File: src/rtl/uart_pkg.sv
// ============================================================================
//  Module      : uart_pkg
//  Description : Baud-code and parity encodings shared by the UART receive
//                path, transmit path and the transmit arbiter.
//  Revision    : 1.0  initial release
// ============================================================================
`default_nettype none

package uart_pkg;

    typedef enum logic [1:0] {
        BAUD_2400  = 2'b00,
        BAUD_4800  = 2'b01,
        BAUD_9600  = 2'b10,
        BAUD_19200 = 2'b11
    } baud_t;

    localparam logic PARITY_ODD  = 1'b0;
    localparam logic PARITY_EVEN = 1'b1;

    // Bit-period divisor in clock cycles, rounded to nearest.
    function automatic int unsigned baud_div(input int unsigned clk_freq, input baud_t code);
        int unsigned baud;
        baud = 2400;
        case (code)
            BAUD_2400:  baud = 2400;
            BAUD_4800:  baud = 4800;
            BAUD_9600:  baud = 9600;
            BAUD_19200: baud = 19200;
            default:    baud = 2400;
        endcase
        return (clk_freq + baud / 2) / baud;
    endfunction

endpackage

`default_nettype wire

File: src/rtl/uart_rr_arbiter.sv
// ============================================================================
//  Module      : uart_rr_arbiter
//  Description : Combinational round-robin select; search starts at last+1.
//  Revision    : 1.0  initial release
// ============================================================================
`default_nettype none

module uart_rr_arbiter #(
    parameter int NUM_REQ = 4
) (
    input  logic [NUM_REQ-1:0]         req_i,
    input  logic [$clog2(NUM_REQ)-1:0] last_i,
    output logic [NUM_REQ-1:0]         onehot_o,
    output logic [$clog2(NUM_REQ)-1:0] idx_o,
    output logic                       valid_o
);

    localparam int IDW = $clog2(NUM_REQ);

    int             idx;
    logic [IDW-1:0] sel;

    always_comb begin
        onehot_o = '0;
        idx_o    = '0;
        valid_o  = 1'b0;
        idx      = 0;
        sel      = '0;
        for (int off = 1; off <= NUM_REQ; off++) begin
            idx = (int'(last_i) + off) % NUM_REQ;
            sel = idx[IDW-1:0];
            if (!valid_o && req_i[sel]) begin
                valid_o       = 1'b1;
                onehot_o[sel] = 1'b1;
                idx_o         = sel;
            end
        end
    end

endmodule

`default_nettype wire

File: src/rtl/uart_tx_arbiter.sv
// ============================================================================
//  Module      : uart_tx_arbiter
//  Description : Shares one UART transmitter among NUM_REQ requesters with
//                per-requester baud/parity and an idle guard gap per frame.
//  Revision    : 1.0  initial release
// ============================================================================
`default_nettype none

module uart_tx_arbiter
    import uart_pkg::*;
#(
    parameter int NUM_REQ       = 4,
    parameter int CLK_FREQ      = 50_000_000,
    parameter int GUARD_BITS    = 1,
    parameter int START_TIMEOUT = 8
) (
    input  logic                       clock,
    input  logic                       rst,
    input  logic [NUM_REQ-1:0]         req,
    input  logic [8*NUM_REQ-1:0]       reqData,
    input  logic [2*NUM_REQ-1:0]       reqBaud,
    input  logic [NUM_REQ-1:0]         reqPType,
    output logic [NUM_REQ-1:0]         grant,
    output logic [7:0]                 txData,
    output logic [1:0]                 baudRate,
    output logic                       pType,
    output logic                       txStart,
    input  logic                       txBusy,
    output logic                       active,
    output logic [$clog2(NUM_REQ)-1:0] activeId
);

    localparam int          IDW     = $clog2(NUM_REQ);
    localparam int unsigned DIV_MAX = baud_div(CLK_FREQ, BAUD_2400);
    localparam int          CNT_W   = $clog2(4 * DIV_MAX + 1);
    localparam logic [CNT_W-1:0] TIMEOUT_LAST = CNT_W'(START_TIMEOUT - 1);

    typedef enum logic [2:0] {
        S_IDLE      = 3'd0,
        S_LOAD      = 3'd1,
        S_START     = 3'd2,
        S_WAIT_BUSY = 3'd3,
        S_SEND      = 3'd4,
        S_GUARD     = 3'd5
    } state_t;

    state_t             state_q;
    logic [NUM_REQ-1:0] win_q;
    logic [IDW-1:0]     win_idx_q;
    logic [IDW-1:0]     last_q;
    logic [NUM_REQ-1:0] grant_q;
    logic [7:0]         txData_q;
    baud_t              baud_q;
    logic               pType_q;
    logic               txStart_q;
    logic               active_q;
    logic [IDW-1:0]     activeId_q;
    logic [CNT_W-1:0]   cnt_q;

    logic [NUM_REQ-1:0] arb_onehot;
    logic [IDW-1:0]     arb_idx;
    logic               arb_valid;
    logic [CNT_W-1:0]   guard_last;

    uart_rr_arbiter #(
        .NUM_REQ (NUM_REQ)
    ) u_rr (
        .req_i    (req),
        .last_i   (last_q),
        .onehot_o (arb_onehot),
        .idx_o    (arb_idx),
        .valid_o  (arb_valid)
    );

    assign guard_last = CNT_W'(GUARD_BITS * baud_div(CLK_FREQ, baud_q) - 1);

    always_ff @(posedge clock or posedge rst) begin
        if (rst) begin
            state_q    <= S_IDLE;
            win_q      <= '0;
            win_idx_q  <= '0;
            last_q     <= IDW'(NUM_REQ - 1);
            grant_q    <= '0;
            txData_q   <= 8'h00;
            baud_q     <= BAUD_2400;
            pType_q    <= PARITY_ODD;
            txStart_q  <= 1'b0;
            active_q   <= 1'b0;
            activeId_q <= '0;
            cnt_q      <= '0;
        end else begin
            grant_q   <= '0;
            txStart_q <= 1'b0;
            case (state_q)
                S_IDLE: begin
                    if (arb_valid) begin
                        win_q     <= arb_onehot;
                        win_idx_q <= arb_idx;
                        state_q   <= S_LOAD;
                    end
                end
                S_LOAD: begin
                    // A requester that dropped req since IDLE is withdrawn.
                    if (|(req & win_q)) begin
                        grant_q    <= win_q;
                        txData_q   <= reqData[{win_idx_q, 3'b000} +: 8];
                        baud_q     <= baud_t'(reqBaud[{win_idx_q, 1'b0} +: 2]);
                        pType_q    <= reqPType[win_idx_q];
                        activeId_q <= win_idx_q;
                        last_q     <= win_idx_q;
                        active_q   <= 1'b1;
                        state_q    <= S_START;
                    end else begin
                        state_q <= S_IDLE;
                    end
                end
                S_START: begin
                    txStart_q <= 1'b1;
                    cnt_q     <= '0;
                    state_q   <= txBusy ? S_SEND : S_WAIT_BUSY;
                end
                S_WAIT_BUSY: begin
                    if (txBusy) begin
                        state_q <= S_SEND;
                    end else if (cnt_q == TIMEOUT_LAST) begin
                        cnt_q   <= '0;
                        state_q <= S_GUARD;
                    end else begin
                        cnt_q <= cnt_q + 1'b1;
                    end
                end
                S_SEND: begin
                    if (!txBusy) begin
                        cnt_q   <= '0;
                        state_q <= S_GUARD;
                    end
                end
                S_GUARD: begin
                    if (cnt_q == guard_last) begin
                        cnt_q    <= '0;
                        active_q <= 1'b0;
                        state_q  <= S_IDLE;
                    end else begin
                        cnt_q <= cnt_q + 1'b1;
                    end
                end
                default: state_q <= S_IDLE;
            endcase
        end
    end

    assign grant    = grant_q;
    assign txData   = txData_q;
    assign baudRate = baud_q;
    assign pType    = pType_q;
    assign txStart  = txStart_q;
    assign active   = active_q;
    assign activeId = activeId_q;

endmodule

`default_nettype wire

File: config.mk
export PLATFORM = sky130hd
export DESIGN_NAME = uart_tx_arbiter
export DESIGN_NICKNAME = d
export VERILOG_FILES = /design/src/rtl/uart_pkg.sv /design/src/rtl/uart_rr_arbiter.sv /design/src/rtl/uart_tx_arbiter.sv
export SDC_FILE = /design/constraint.sdc
export NUM_CORES = 1
export LEC_CHECK = 0
export CORE_UTILIZATION = 50
export DETAILED_ROUTE_END_ITERATION = 12
export PLACE_DENSITY_LB_ADDON = 0.1
export SKIP_LAST_GASP = 1
export SLEW_MARGIN = 25
export SYNTH_ARGS = -nofsm -noshare
export SYNTH_HDL_FRONTEND = slang
export SYNTH_SLANG_ARGS = --single-unit
File: constraint.sdc
create_clock -name clock -period 24.7 [get_ports clock]
set_clock_uncertainty 0.1 [all_clocks]
set_input_delay 3.705 -clock clock [delete_from_list [all_inputs] [get_ports clock]]
set_output_delay 3.705 -clock clock [all_outputs]
set_load 0.03 [all_outputs]
==> results of run 1 <==
==> metal layers <==
| layer | part of all wire [%] | vias up |
|---|---|---|
| li1 | - | 3844 |
| met1 | 41 | 3946 |
| met2 | 48 | 470 |
| met3 | 8.6 | 70 |
| met4 | 3.1 | 0 |
| met5 | 0 | - |
==> sequential cells by signal (all words and copies together), names as in the netlist, 3 cells and up <==
signal,flops
grant,4
cnt_q,17
win_q,4
txData,8
state_q,3
==> stage by stage <==
stage	area [um^2]	util [%]	worst slack, ns	power (mW)
2_1_floorplan	7586	-	9.555	0.1176
3_3_place_gp	8317	56.79	7.541	0.1324
3_5_place_dp	8317	56.79	6.970	0.1328
4_1_cts	8449	57.70	6.946	0.1990
5_1_grt	8451	57.71	5.136	0.2083
6_report	8451	57.71	6.476	0.1979
==> where the power goes <==
| part | leakage (nW) | internal (mW) | switching (mW) |
|---|---|---|---|
| logic | 2.84 | 0.0237 | 0.0144 |
| clock network | 0.0640 | 0.0371 | 0.0291 |
| registers | 0.598 | 0.0826 | 0.0110 |
| total | 3.50 | 0.143 | 0.0544 |
==> final cells by class <==
class	count	area, um^2
fillers	1396	6193
flip-flops and latches	47	1179
multi-input cells	835	6000
clock buffers	7	132.6
repair buffers	80	773.2
inverters	36	136.4
well taps	184	230.2
==> worst max path at each step <==
| stage | from | to | cells past startpoint | slack [ns] |
|---|---|---|---|---|
| global placement | baudRate[1] | cnt_q[16] | 67 | 7.54 |
| floorplan | baudRate[0] | cnt_q[5] | 73 | 9.55 |
| global route | baudRate[1] | cnt_q[16] | 68 | 5.14 |
| detailed placement | baudRate[1] | cnt_q[16] | 68 | 6.97 |
| CTS | baudRate[1] | cnt_q[16] | 68 | 6.95 |
| finish | baudRate[1] | cnt_q[16] | 68 | 6.48 |
==> kinds of logic after synthesis <==
group,share of synthesized area [%]
AO/OA/AOI/OAI,33.68
XOR/XNOR,2.969
buffers and inverters,5.542
multiplexers,10.03
AND/OR/NAND/NOR,25.15
adder cells (fa/ha/maj),7.092
flip-flops,15.54
==> worst register-to-register path, delay by kind of cell, from the launching register on <==
| kind | cells | cell delay, ns |
|---|---|---|
| compound gates | 32 | 7.34 |
| xor+xnor | 3 | 0.69 |
| flops | 1 | 0.43 |
| buf+inv | 4 | 0.88 |
| mux | 3 | 1.01 |
| simple gates | 17 | 4.31 |
| fa+ha+maj | 9 | 3.31 |
==> cells in the mapped netlist, drive strengths merged, types with 12 or more instances <==
library cell	count	share of area [%]
a211oi	17	2.3
a21oi	60	4.2
a31oi	27	2.2
and2	17	1.4
and3	26	2.2
buf	28	2.0
clkbuf	35	1.7
dfrtp	45	15
ha	43	7.1
inv	34	1.7
mux2	18	2.8
mux2i	25	3.3
mux4	13	3.9
nand2	106	5.3
nand3	28	1.8
nand4	17	1.5
nor2	78	3.9
nor3	31	2.2
nor4	16	1.6
o211ai	19	2.2
o21a	19	1.9
o21ai	61	4.3
o31ai	17	1.7
xnor2	12	1.4
xor2	12	1.6
==> flow_metrics.tcl, run 1 <==
set metrics [dict create \
    ctsResizeCount 0 \
    cp_num_buf_inv 4 \
    port_buffers 69 \
    area_growth_pct 11.40 \
    fp.dieH_um 125.2 \
    dpl.hpwl_um 18260 \
    post-cts-setup-buffers 0 \
    critPathTopFamily "compound AO/OA/AOI/OAI gates" \
    start_util_pct 51.80 \
    worst-setup-path-type "flop to flop" \
    leakagePower_nw 3.503 \
    cp_max_fo 26 \
    grt-busiest-layer "met2" \
    drt_iter0_drc 885 \
    syn_inst 981 \
    timing.slew.headroom_pct 35.18 \
    min_period_over_period_pct 73.78 \
    r2r_cells 68 \
    rsz0062_at_grt "false" \
    drt_wl_total_um 25060 \
    grt_pass1_vias 8167 \
    ys.flop_type "dfrtp_1" \
    whs_endpoint "active" \
    root_buffer "clkbuf_16" \
    grt_max_degree 48 \
    final_cell_mix "105 x nand2_1, 77 x nor2_1, 69 x clkdlybuf4s50_1" \
    endpoint_kind "flop" \
    grt_util_met1_pct 39.27 \
    grt_usage_pct 31.87 \
    fin_cells 1189 \
    tns_ns 0 \
    drtPass1Iterations 6 \
    power_density_nw_per_um2 23.42 \
    numCtsBuffers 5 \
    grtUsageMet3_pct 5.092 \
    cts.htree.levels 2 \
    core_area_um2 14640 \
    ir_drop_mv 0.03310 \
    ant_nets 0 \
    min_period_ns 18.22 \
    rrSetupSlack_ns 6.48 \
    cts_max_path_buffers 2 \
    crit_required_ns 24.78 \
    synth.distinct_cells 108 \
    gp_congestion 0.9427 \
    outcome "finished clean" \
    use_met2_pct 54.65 \
    drive_above_1_share_pct 10.25 \
    cp_slowest_cell "nor3_2" \
    critPathMaxStageDelay_ns 0.74 \
    tightest_slew_ns 0.9687 \
    die_w_um 125.2 \
    hold_path_depth 1 \
    ys_ff_latch 47 \
    fin_nets 1099 \
    wire_per_inst_um 21.08 \
    critPathLaunchType "flop" \
    avgSynthCellArea_um2 7.733 \
    hold_start "active" \
    grt_pass1_wl_um 41100 \
    cts_tree "done" \
    synth_edf_count 0 \
    cts_hold_repair.buffers 0 \
    fmaxAchievable_mhz 54.87 \
    viasPerCell 7.006 \
    drc 0 \
    hold_slack_ns 0.4070 \
    yosysWarnings 0 \
    rr_startpoint "baudRate[1]" \
    cap_violations 0 \
    maxSlewViolCount 0 \
    seq_area_frac_synth_pct 15.54 \
    syn_nets 1075 \
    clock-sinks 47 \
    n_antenna_cell 0 \
    r2r_end "cnt_q[16]" \
    io_pins 70 \
    antenna_found_initial 0 \
    syn_area_um2 7586 \
    setup_viol 0 \
    cts.clk_slew.worst_paths_ns 0.06 \
    arrival_ns 18.30 \
    num_vias 8330 \
    row_count 44 \
    clk_latency_ns 0.29 \
    dpl.cell_count 1182 \
    synthArstFlopShare_pct 100.0 \
    cp_common_cell "ha_1" \
    final_common_cell "nand2_1" \
    overflow 0 \
    min_path_type "flop to flop" \
    die_area_um2 15670 \
    hold_violations 0 \
]
(Power assumes the default switching activity.)
==> inputs of run 2 (changes only) <==
==> constraint.sdc (replaced) <==
create_clock -name clock -period 18.15 [get_ports clock]
set_clock_uncertainty 0.1 [all_clocks]
set_input_delay 2.7225 -clock clock [delete_from_list [all_inputs] [get_ports clock]]
set_output_delay 2.7225 -clock clock [all_outputs]
set_load 0.03 [all_outputs]
==> flow_metrics.tcl, run 2 (synthesis results as in run 1) <==
set metrics [dict create \
    leakagePower_nw 3.510 \
    num_vias 8305 \
    regMostFlops "cnt_q" \
    timing.slew.headroom_pct 36.88 \
    grt_util_met1_pct 40.97 \
    fin_nets 1103 \
    grt_pass1_wl_um 41060 \
    r2r_end "cnt_q[12]" \
    cts.htree.levels 2 \
    grtUsageMet3_pct 3.808 \
    area_growth_pct 12.17 \
    min_period_over_period_pct 92.65 \
    drt_wl_total_um 24880 \
    largest_register_ff_count 17 \
    cp_max_fo 25 \
    wire_per_inst_um 20.83 \
    cts_tree "done" \
    endpoint_kind "flop" \
    ir_drop_mv 0.06988 \
    io_pins 70 \
    die_w_um 125.2 \
    hold_slack_ns 0.4030 \
    cap_violations 0 \
    fillers 1380 \
    start_util_pct 51.80 \
    fmaxAchievable_mhz 59.47 \
    rrSetupSlack_ns 1.33 \
    use_met2_pct 53.43 \
    cp_slowest_cell "a2111oi_0" \
    tightest_slew_ns 0.9433 \
    overflow 0 \
    cts_max_path_buffers 2 \
    setup_viol 0 \
    row_count 44 \
    arrival_ns 16.95 \
    grt_usage_pct 31.66 \
    dpl.hpwl_um 17890 \
    grt_pass1_vias 7993 \
    final_cell_mix "105 x nand2_1, 77 x nor2_1, 69 x clkdlybuf4s50_1" \
    gp_congestion 0.9891 \
    critPathLaunchType "flop" \
    drt_iter0_drc 802 \
    critPathMaxStageDelay_ns 0.51 \
    die_area_um2 15670 \
    fin_util_pct 58.11 \
    drtPass1Iterations 5 \
    root_buffer "clkbuf_16" \
    antenna_found_initial 0 \
    min_path_type "flop to flop" \
    numCtsBuffers 5 \
    cts_hold_repair.buffers 0 \
    outcome "finished clean" \
    final_common_cell "nand2_1" \
    crit_required_ns 18.28 \
    worst-setup-path-type "flop to flop" \
    viasPerCell 6.956 \
    clk_latency_ns 0.30 \
    maxSlewViolCount 0 \
    n_antenna_cell 0 \
    power_density_nw_per_um2 31.56 \
    drive_above_1_share_pct 10.99 \
    fin_cells 1194 \
    rr_startpoint "baudRate[0]" \
    grt-busiest-layer "met2" \
    tns_ns 0 \
    port_buffers 69 \
    grt_max_degree 48 \
    ant_nets 0 \
    r2r_cells 67 \
    clock-sinks 47 \
    rsz0062_at_grt "false" \
    crit_path_start "baudRate[0]" \
    min_period_ns 16.82 \
    fp.dieH_um 125.2 \
    dpl.cell_count 1183 \
    endpoint "cnt_q[12]" \
    hold_violations 0 \
    cts.clk_slew.worst_paths_ns 0.06 \
    drc 0 \
    post-place-ws_ns 1.107 \
    worst_slack_ns 1.334 \
    cp_common_cell "ha_1" \
    core_area_um2 14640 \
]
-- run 2: stage by stage --
stage               area (um^2)  power (mW)
global placement           8324      0.1804
global route               8509      0.2835
finish                     8509      0.2685
detailed placement         8324      0.1812
CTS                        8461      0.2710
floorplan                  7586      0.1600
-- run 2: worst min-delay path by stage --
| stage | from | endpoint | slack [ns] | cells past startpoint |
|---|---|---|---|---|
| final | txData[3] | txData[3] | 0.40 | 1 |
| after floorplan | win_q[0] | grant[0] | 0.38 | 1 |
| after detailed placement | active | active | 0.38 | 1 |
| after global routing | txData[5] | txData[5] | 0.42 | 1 |
| after CTS | active | active | 0.41 | 1 |
| after global placement | txData[2] | txData[2] | 0.39 | 1 |
-- run 2: worst max-delay path: cells and delay by family, from the launching register on --
kind	cells	cell delay, ns
multiplexers	3	1.07
flip-flops	1	0.49
XOR/XNOR	1	0.16
adder cells (fa/ha/maj)	9	2.92
buffers and inverters	4	0.90
AND/OR/NAND/NOR	16	3.33
AO/OA/AOI/OAI	34	7.75
-- run 2: report_power, final --
part           switching, mW  internal (mW)
sequential            0.0149          0.112
combinational         0.0200         0.0323
clock                 0.0376         0.0513
-- run 2: area by class of cell --
cell class,instances,area [um^2],share of cell area [%]
clock buffers,8,136.4,1.603
multi-input cells,836,6027,70.83
inverters,36,143.9,1.691
repair buffers,82,788.3,9.263
flip-flops and latches,47,1179,13.85
repair inverters,1,5.005,0.05881
well taps,184,230.2,2.705
-- run 2: what timing repair did --
| item | 4_1_cts | 5_1_grt |
|---|---|---|
| setup buffers | 0 | 1 |
| setup endpoints to repair | 0 | 20 |
| gates resized for setup | 0 | 5 |
-- run 2: routing by layer --
metal	vias up	share of wire, %
met4	0	3.7
met2	406	47
met3	86	7.4
met1	3943	42
li1	3870	-
met5	-	0
==> inputs of run 3 (changes only) <==
--- a/config.mk
+++ b/config.mk
@@ -6,8 +6,11 @@
 export NUM_CORES = 1
 export LEC_CHECK = 0
 export CORE_UTILIZATION = 50
+export CTS_BUF_LIST = sky130_fd_sc_hd__clkbuf_8
 export DETAILED_ROUTE_END_ITERATION = 12
 export PLACE_DENSITY_LB_ADDON = 0.1
+export REMOVE_ABC_BUFFERS = 1
+export SETUP_SLACK_MARGIN = 0.5
 export SKIP_LAST_GASP = 1
 export SLEW_MARGIN = 25
 export SYNTH_ARGS = -nofsm -noshare
==> flow_metrics.tcl, run 3 (synthesis results as in run 1) <==
set metrics [dict create \
    outcome "finished clean" \
    grt_pass1_wl_um 39910 \
    final_common_cell "nand2_1" \
    root_buffer "clkbuf_8" \
    num_vias 8312 \
    switchingPower_mw 0.06922 \
    endpoint_kind "flop" \
    crit_required_ns 18.29 \
    worst_slack_ns 1.858 \
    wire_per_inst_um 20.56 \
    critPathLaunchType "flop" \
    core_area_um2 14640 \
    clock-sinks 47 \
    row_count 44 \
    setup_viol 0 \
    start_util_pct 51.80 \
    die_w_um 125.2 \
    gp_congestion 0.9590 \
    final_cell_mix "105 x nand2_1, 77 x nor2_1, 69 x clkdlybuf4s50_1" \
    arrival_ns 16.44 \
    power_density_nw_per_um2 29.81 \
    fmaxAchievable_mhz 61.38 \
    cts_tree "done" \
    ant_nets 0 \
    ir_drop_mv 0.04570 \
    worst-setup-path-type "flop to flop" \
    port_buffers 69 \
    drc 0 \
    critPathMaxStageDelay_ns 0.52 \
    drt_wl_total_um 24630 \
    n_antenna_cell 0 \
    cts.clk_slew.worst_paths_ns 0.09 \
    drt_iter0_drc 951 \
    regMostFlops "cnt_q" \
    seqPwrFrac_pct 49.9 \
    critPathTopFamily "compound AO/OA/AOI/OAI gates" \
    tightest_slew_ns 0.9301 \
    maxSlewViolCount 0 \
    cts.htree.levels 2 \
    p_clk_share_pct 29.7 \
    pwr-share-comb_pct 20.4 \
    min_period_over_period_pct 89.77 \
    clk_latency_ns 0.30 \
    hold_violations 0 \
    overflow 0 \
    die_area_um2 15670 \
    internal_power_mw 0.1849 \
    fillers 1360 \
    min_period_ns 16.29 \
    cts_hold_repair.buffers 0 \
    grt_usage_pct 30.96 \
    viasPerCell 6.938 \
    cp_slowest_cell "mux2i_1" \
    drtPass1Iterations 8 \
    antenna_found_initial 0 \
    post-place-ws_ns 1.064 \
    cap_violations 0 \
    rsz0062_at_grt "false" \
    cts_max_path_buffers 2 \
    fp.dieH_um 125.2 \
    grt_pass1_vias 7807 \
    area_growth_pct 12.35 \
    fin_nets 1108 \
    tns_ns 0 \
    leakagePower_nw 3.522 \
    cp_common_cell "ha_1" \
    cp_max_fo 21 \
    timing.slew.headroom_pct 37.76 \
    dpl.hpwl_um 17670 \
    largest_register_ff_count 17 \
    numCtsBuffers 5 \
    swShare_pct 27.24 \
    cp_num_buf_inv 5 \
    min_path_type "flop to flop" \
    io_pins 70 \
    grt_max_degree 48 \
    drive_above_1_share_pct 11.64 \
]
run 3: worst paths after layout:
kind / end / slack (ns) / depth (start not counted) / startpoint
min reg2reg: txData[0] / 0.41 / 1 / txData[0]
max: cnt_q[11] / 1.86 / 64 / baudRate[1]
max in group asynchronous: cnt_q[2] / 14.70 / 2 / rst
max reg2reg: cnt_q[11] / 1.86 / 64 / baudRate[1]
min: txData[0] / 0.41 / 1 / txData[0]
min in group asynchronous: txData[3] / 2.77 / 2 / rst
run 3: area by class of cell:
class                           count  area (um^2)  share of cell area, %
Multi-Input combinational cell    836         6033                  70.79
Clock inverter                      2        37.54                 0.4404
Tap cell                          184        230.2                  2.701
Sequential cell                    47         1179                  13.83
Timing Repair inverter              1        5.005                0.05872
Inverter                           36        143.9                  1.688
Clock buffer                        5        68.82                 0.8074
Timing Repair Buffer               87        825.8                  9.689
run 3: through the flow:
step | hold WS (ns) | power, mW | area, um^2 | cells | utilization [%]
2_1_floorplan | 0.3773 | 0.1590 | 7301 | 918 | -
3_3_place_gp | 0.3891 | 0.1800 | 8332 | 1184 | 56.90
3_5_place_dp | 0.3946 | 0.1807 | 8332 | 1184 | 56.90
4_1_cts | 0.4144 | 0.2569 | 8438 | 1191 | 57.62
5_1_grt | 0.4367 | 0.2690 | 8523 | 1198 | 58.20
6_report | 0.4103 | 0.2541 | 8523 | 1198 | 58.20
run 3: timing repair:
item | 4_1_cts | 5_1_grt
setup endpoints to repair | 0 | 20
resized for setup | 0 | 7
setup buffers | 0 | 5
run 3: worst reg2reg max path: cells and delay by family (launching register included):
kind,cells,cell delay (ns)
xor+xnor,1,0.30
fa+ha+maj,8,2.73
flops,1,0.45
simple gates,16,3.59
buf+inv,5,0.82
mux,4,1.37
compound gates,30,6.86
run 3: metal layers:
metal	GRT usage (%)	vias to the layer above	wire length, um
li1	-	3864	-
met2	51.63	484	11480
met4	13.34	0	734
met5	0	-	0
met3	4.493	73	2101
met1	39.91	3891	10310
run 3: power groups by stage:
stage | Sequential, mW | Clock, mW | Combinational (mW)
after floorplan | 0.124 | 0 | 0.0350
after global placement | 0.129 | 0 | 0.0511
after detailed placement | 0.129 | 0 | 0.0520
after CTS | 0.127 | 0.0781 | 0.0522
after global routing | 0.129 | 0.0828 | 0.0576
final | 0.127 | 0.0755 | 0.0518
==> variant (settings of run 3) <==
Add an input register stage for `reqBaud`, cleared by the reset; this delays it by one clock. The other inputs are not delayed to match.
--- a/src/rtl/uart_tx_arbiter.sv
+++ b/src/rtl/uart_tx_arbiter.sv
@@ -44,4 +44,14 @@
         S_GUARD     = 3'd5
     } state_t;
+
+    logic [2*NUM_REQ-1:0] reqBaud_q;
+
+    always_ff @(posedge clock or posedge rst) begin
+        if (rst) begin
+            reqBaud_q <= '0;
+        end else begin
+            reqBaud_q <= reqBaud;
+        end
+    end
 
     state_t             state_q;
@@ -105,5 +115,5 @@
                         grant_q    <= win_q;
                         txData_q   <= reqData[{win_idx_q, 3'b000} +: 8];
-                        baud_q     <= baud_t'(reqBaud[{win_idx_q, 1'b0} +: 2]);
+                        baud_q     <= baud_t'(reqBaud_q[{win_idx_q, 1'b0} +: 2]);
                         pType_q    <= reqPType[win_idx_q];
                         activeId_q <= win_idx_q;
Formal check against the unedited RTL: not equivalent (Yosys sat finds a counterexample within 4 cycles, from zero or initial values and one cycle with rst high).
==> variant against run 3 <==
- sequential cell count grew 8
- synthesized area shrank 26%
- worst hold slack gained 0.011 ns
- setup slack gained 1.8 ns
- non-clock buffer count shrank 12
- routed wire length shrank 35%
- cell area shrank 24%
- critical endpoint is now cnt_q[10]$_DFFE_PP0P_
- core utilization grew 1.1 points
Power is not shown: default switching activity piles up to over one toggle a cycle in this logic, so the estimate is an artifact.
==> variant: results (changes against run 3) <==
* Layout cells sized above 1 at 0.1006 (-0.01581)
* Gr usage total at 0.2840 (-0.02552)
* Vias in the first global route at 5421 (-31%)
* 1st-pass router iterations at 5 (-3)
* Outcome: finished, final reports clean
* Synth top cells by count: nor2_1 (60), dfrtp_1 (53), nand2_1 (53)
* Reg clk slew, reported paths at 0.11 ns (+0.02 ns)
* Filler instances at 984 (-28%)
* Initial antenna violation count at 0 (unchanged)
* Crit-path max cell delay at 0.53 ns
* Setup TNS at 0 ns (unchanged)
* Synthesis Warnings at 0 (unchanged)
* Worst path arrival time at 14.66 ns (-1.78 ns)
* Worst R2R Setup Slack at 3.62 ns (+1.76 ns)
* # setup viols final at 0 (unchanged)
* Met2 wire len at 7.891 mm (-31%)
* Clock H-tree levels at 2 (unchanged)
* Setup Fix Bufs, Post-CTS at 0 (unchanged)
* Worst setup path endpoint: cnt_q[10]$_DFFE_PP0P_
* Cell Area, Placed at 0.006352 mm^2 (-24%)
* Critical path launch point: baudRate[1]$_DFFE_PP0P_
* # resized after CTS at 0 (unchanged)
* Top FF cell, synth: dfrtp_1
* Number of distinct library cells after synthesis at 86 (-20%)
* Met1 wire length at 6.773 mm (-34%)
* HPWL Detailed at 11.86 mm (-33%)
* Path depth of the worst reg2reg path at 57 (-11%)
* Seq/Total Area, Yosys at 0.2448 (+0.08941)
* Met2 Use GR at 0.4882 (-0.02810)
* Metal3 WL at 815 um (-61%)
* WL/cell at 18.69 um (-9.1%)
* Final Non-Filler Cells at 856 (-29%)
* Worst Tran Pin Value at 0.8824 ns (-0.04775 ns)
* Post-Place Cells at 848 (-28%)
* Num CTS Buffers at 5 (unchanged)
* Top area cells in the synthesized netlist: dfrtp_1 (24%), ha_1 (8.7%), mux4_2 (5.2%)
* Hold Path Class: reg -> reg
* GRT met1 Usage at 0.3666 (-0.03250)
* Largest net degree at the start of global routing at 56 (+17%)
* Hold depth at 1 (unchanged)
* Final setup margin at 3.619 ns (+1.761 ns)
* Drt initial violations at 556 (-42%)
* Worst-path fanout max at 28 (+33%)
* CP max stage cell: nor2_1
* Nets at 805 (-27%)
* Via count at 5562 (-33%)
* N_diodes at 0 (unchanged)
* Port bufs at 69 (unchanged)
* Syn_area_per_cell at 8.382 um^2 (+8.4%)
* Final RePlAce weighted congestion at 0.9384 (-2.1%)
* DP Worst Slack at 3.953 ns (+2.889 ns)
* Met3 Use GR at 0.02592 (-0.01901)
* Clock tree buffer depth at 2 (unchanged)
* Global-route wire length before repair at 26.54 mm (-34%)
* Worst reg2reg path endpoint: cnt_q[10]$_DFFE_PP0P_
## variant: cell count changes after synthesis, moves of 10 or more
cell | before | now
nor2b_1 | 3 | 18
inv_1 | 34 | 22
o21a_1 | 18 | 8
and4_1 | 10 | 0
nand2_1 | 105 | 53
clkbuf_1 | 34 | 23
mux2i_1 | 24 | 13
o31ai_1 | 17 | 3
and3_1 | 25 | 14
nor2_1 | 77 | 60
a21oi_1 | 56 | 39
o21ai_0 | 48 | 29
## variant: worst min path at each step
stage                            end  slack [ns]                   from
2_1_floorplan   win_q[0]$_DFFE_PP0P_        0.36   win_q[0]$_DFFE_PP0P_
3_3_place_gp   txData[6]$_DFFE_PP0P_        0.39  txData[6]$_DFFE_PP0P_
3_5_place_dp   txData[0]$_DFFE_PP0P_        0.40  txData[0]$_DFFE_PP0P_
4_1_cts        txData[3]$_DFFE_PP0P_        0.42  txData[3]$_DFFE_PP0P_
5_1_grt        txData[3]$_DFFE_PP0P_        0.44  txData[3]$_DFFE_PP0P_
6_report       txData[5]$_DFFE_PP0P_        0.42  txData[5]$_DFFE_PP0P_
## variant: logic make-up after synthesis
family          count (synthesis)  share of synthesized area
flops                          55                     0.2448
buf+inv                        63                    0.05109
compound gates                197                     0.2457
simple gates                  259                     0.2341
fa+ha+maj                      39                    0.08663
mux                            45                     0.1168
other cells                     1                  0.0006657
xor+xnor                       13                    0.02021
## variant: area by class of cell
type | count | area [um^2] | area share
inverter | 24 | 90.09 | 0.01396
tap | 140 | 175.2 | 0.02714
sequential | 55 | 1379 | 0.2136
timing repair buffer | 75 | 735.7 | 0.1140
multi-input combinational | 554 | 3973 | 0.6154
clock buffer | 5 | 68.82 | 0.01066
clock inverter | 3 | 33.78 | 0.005234
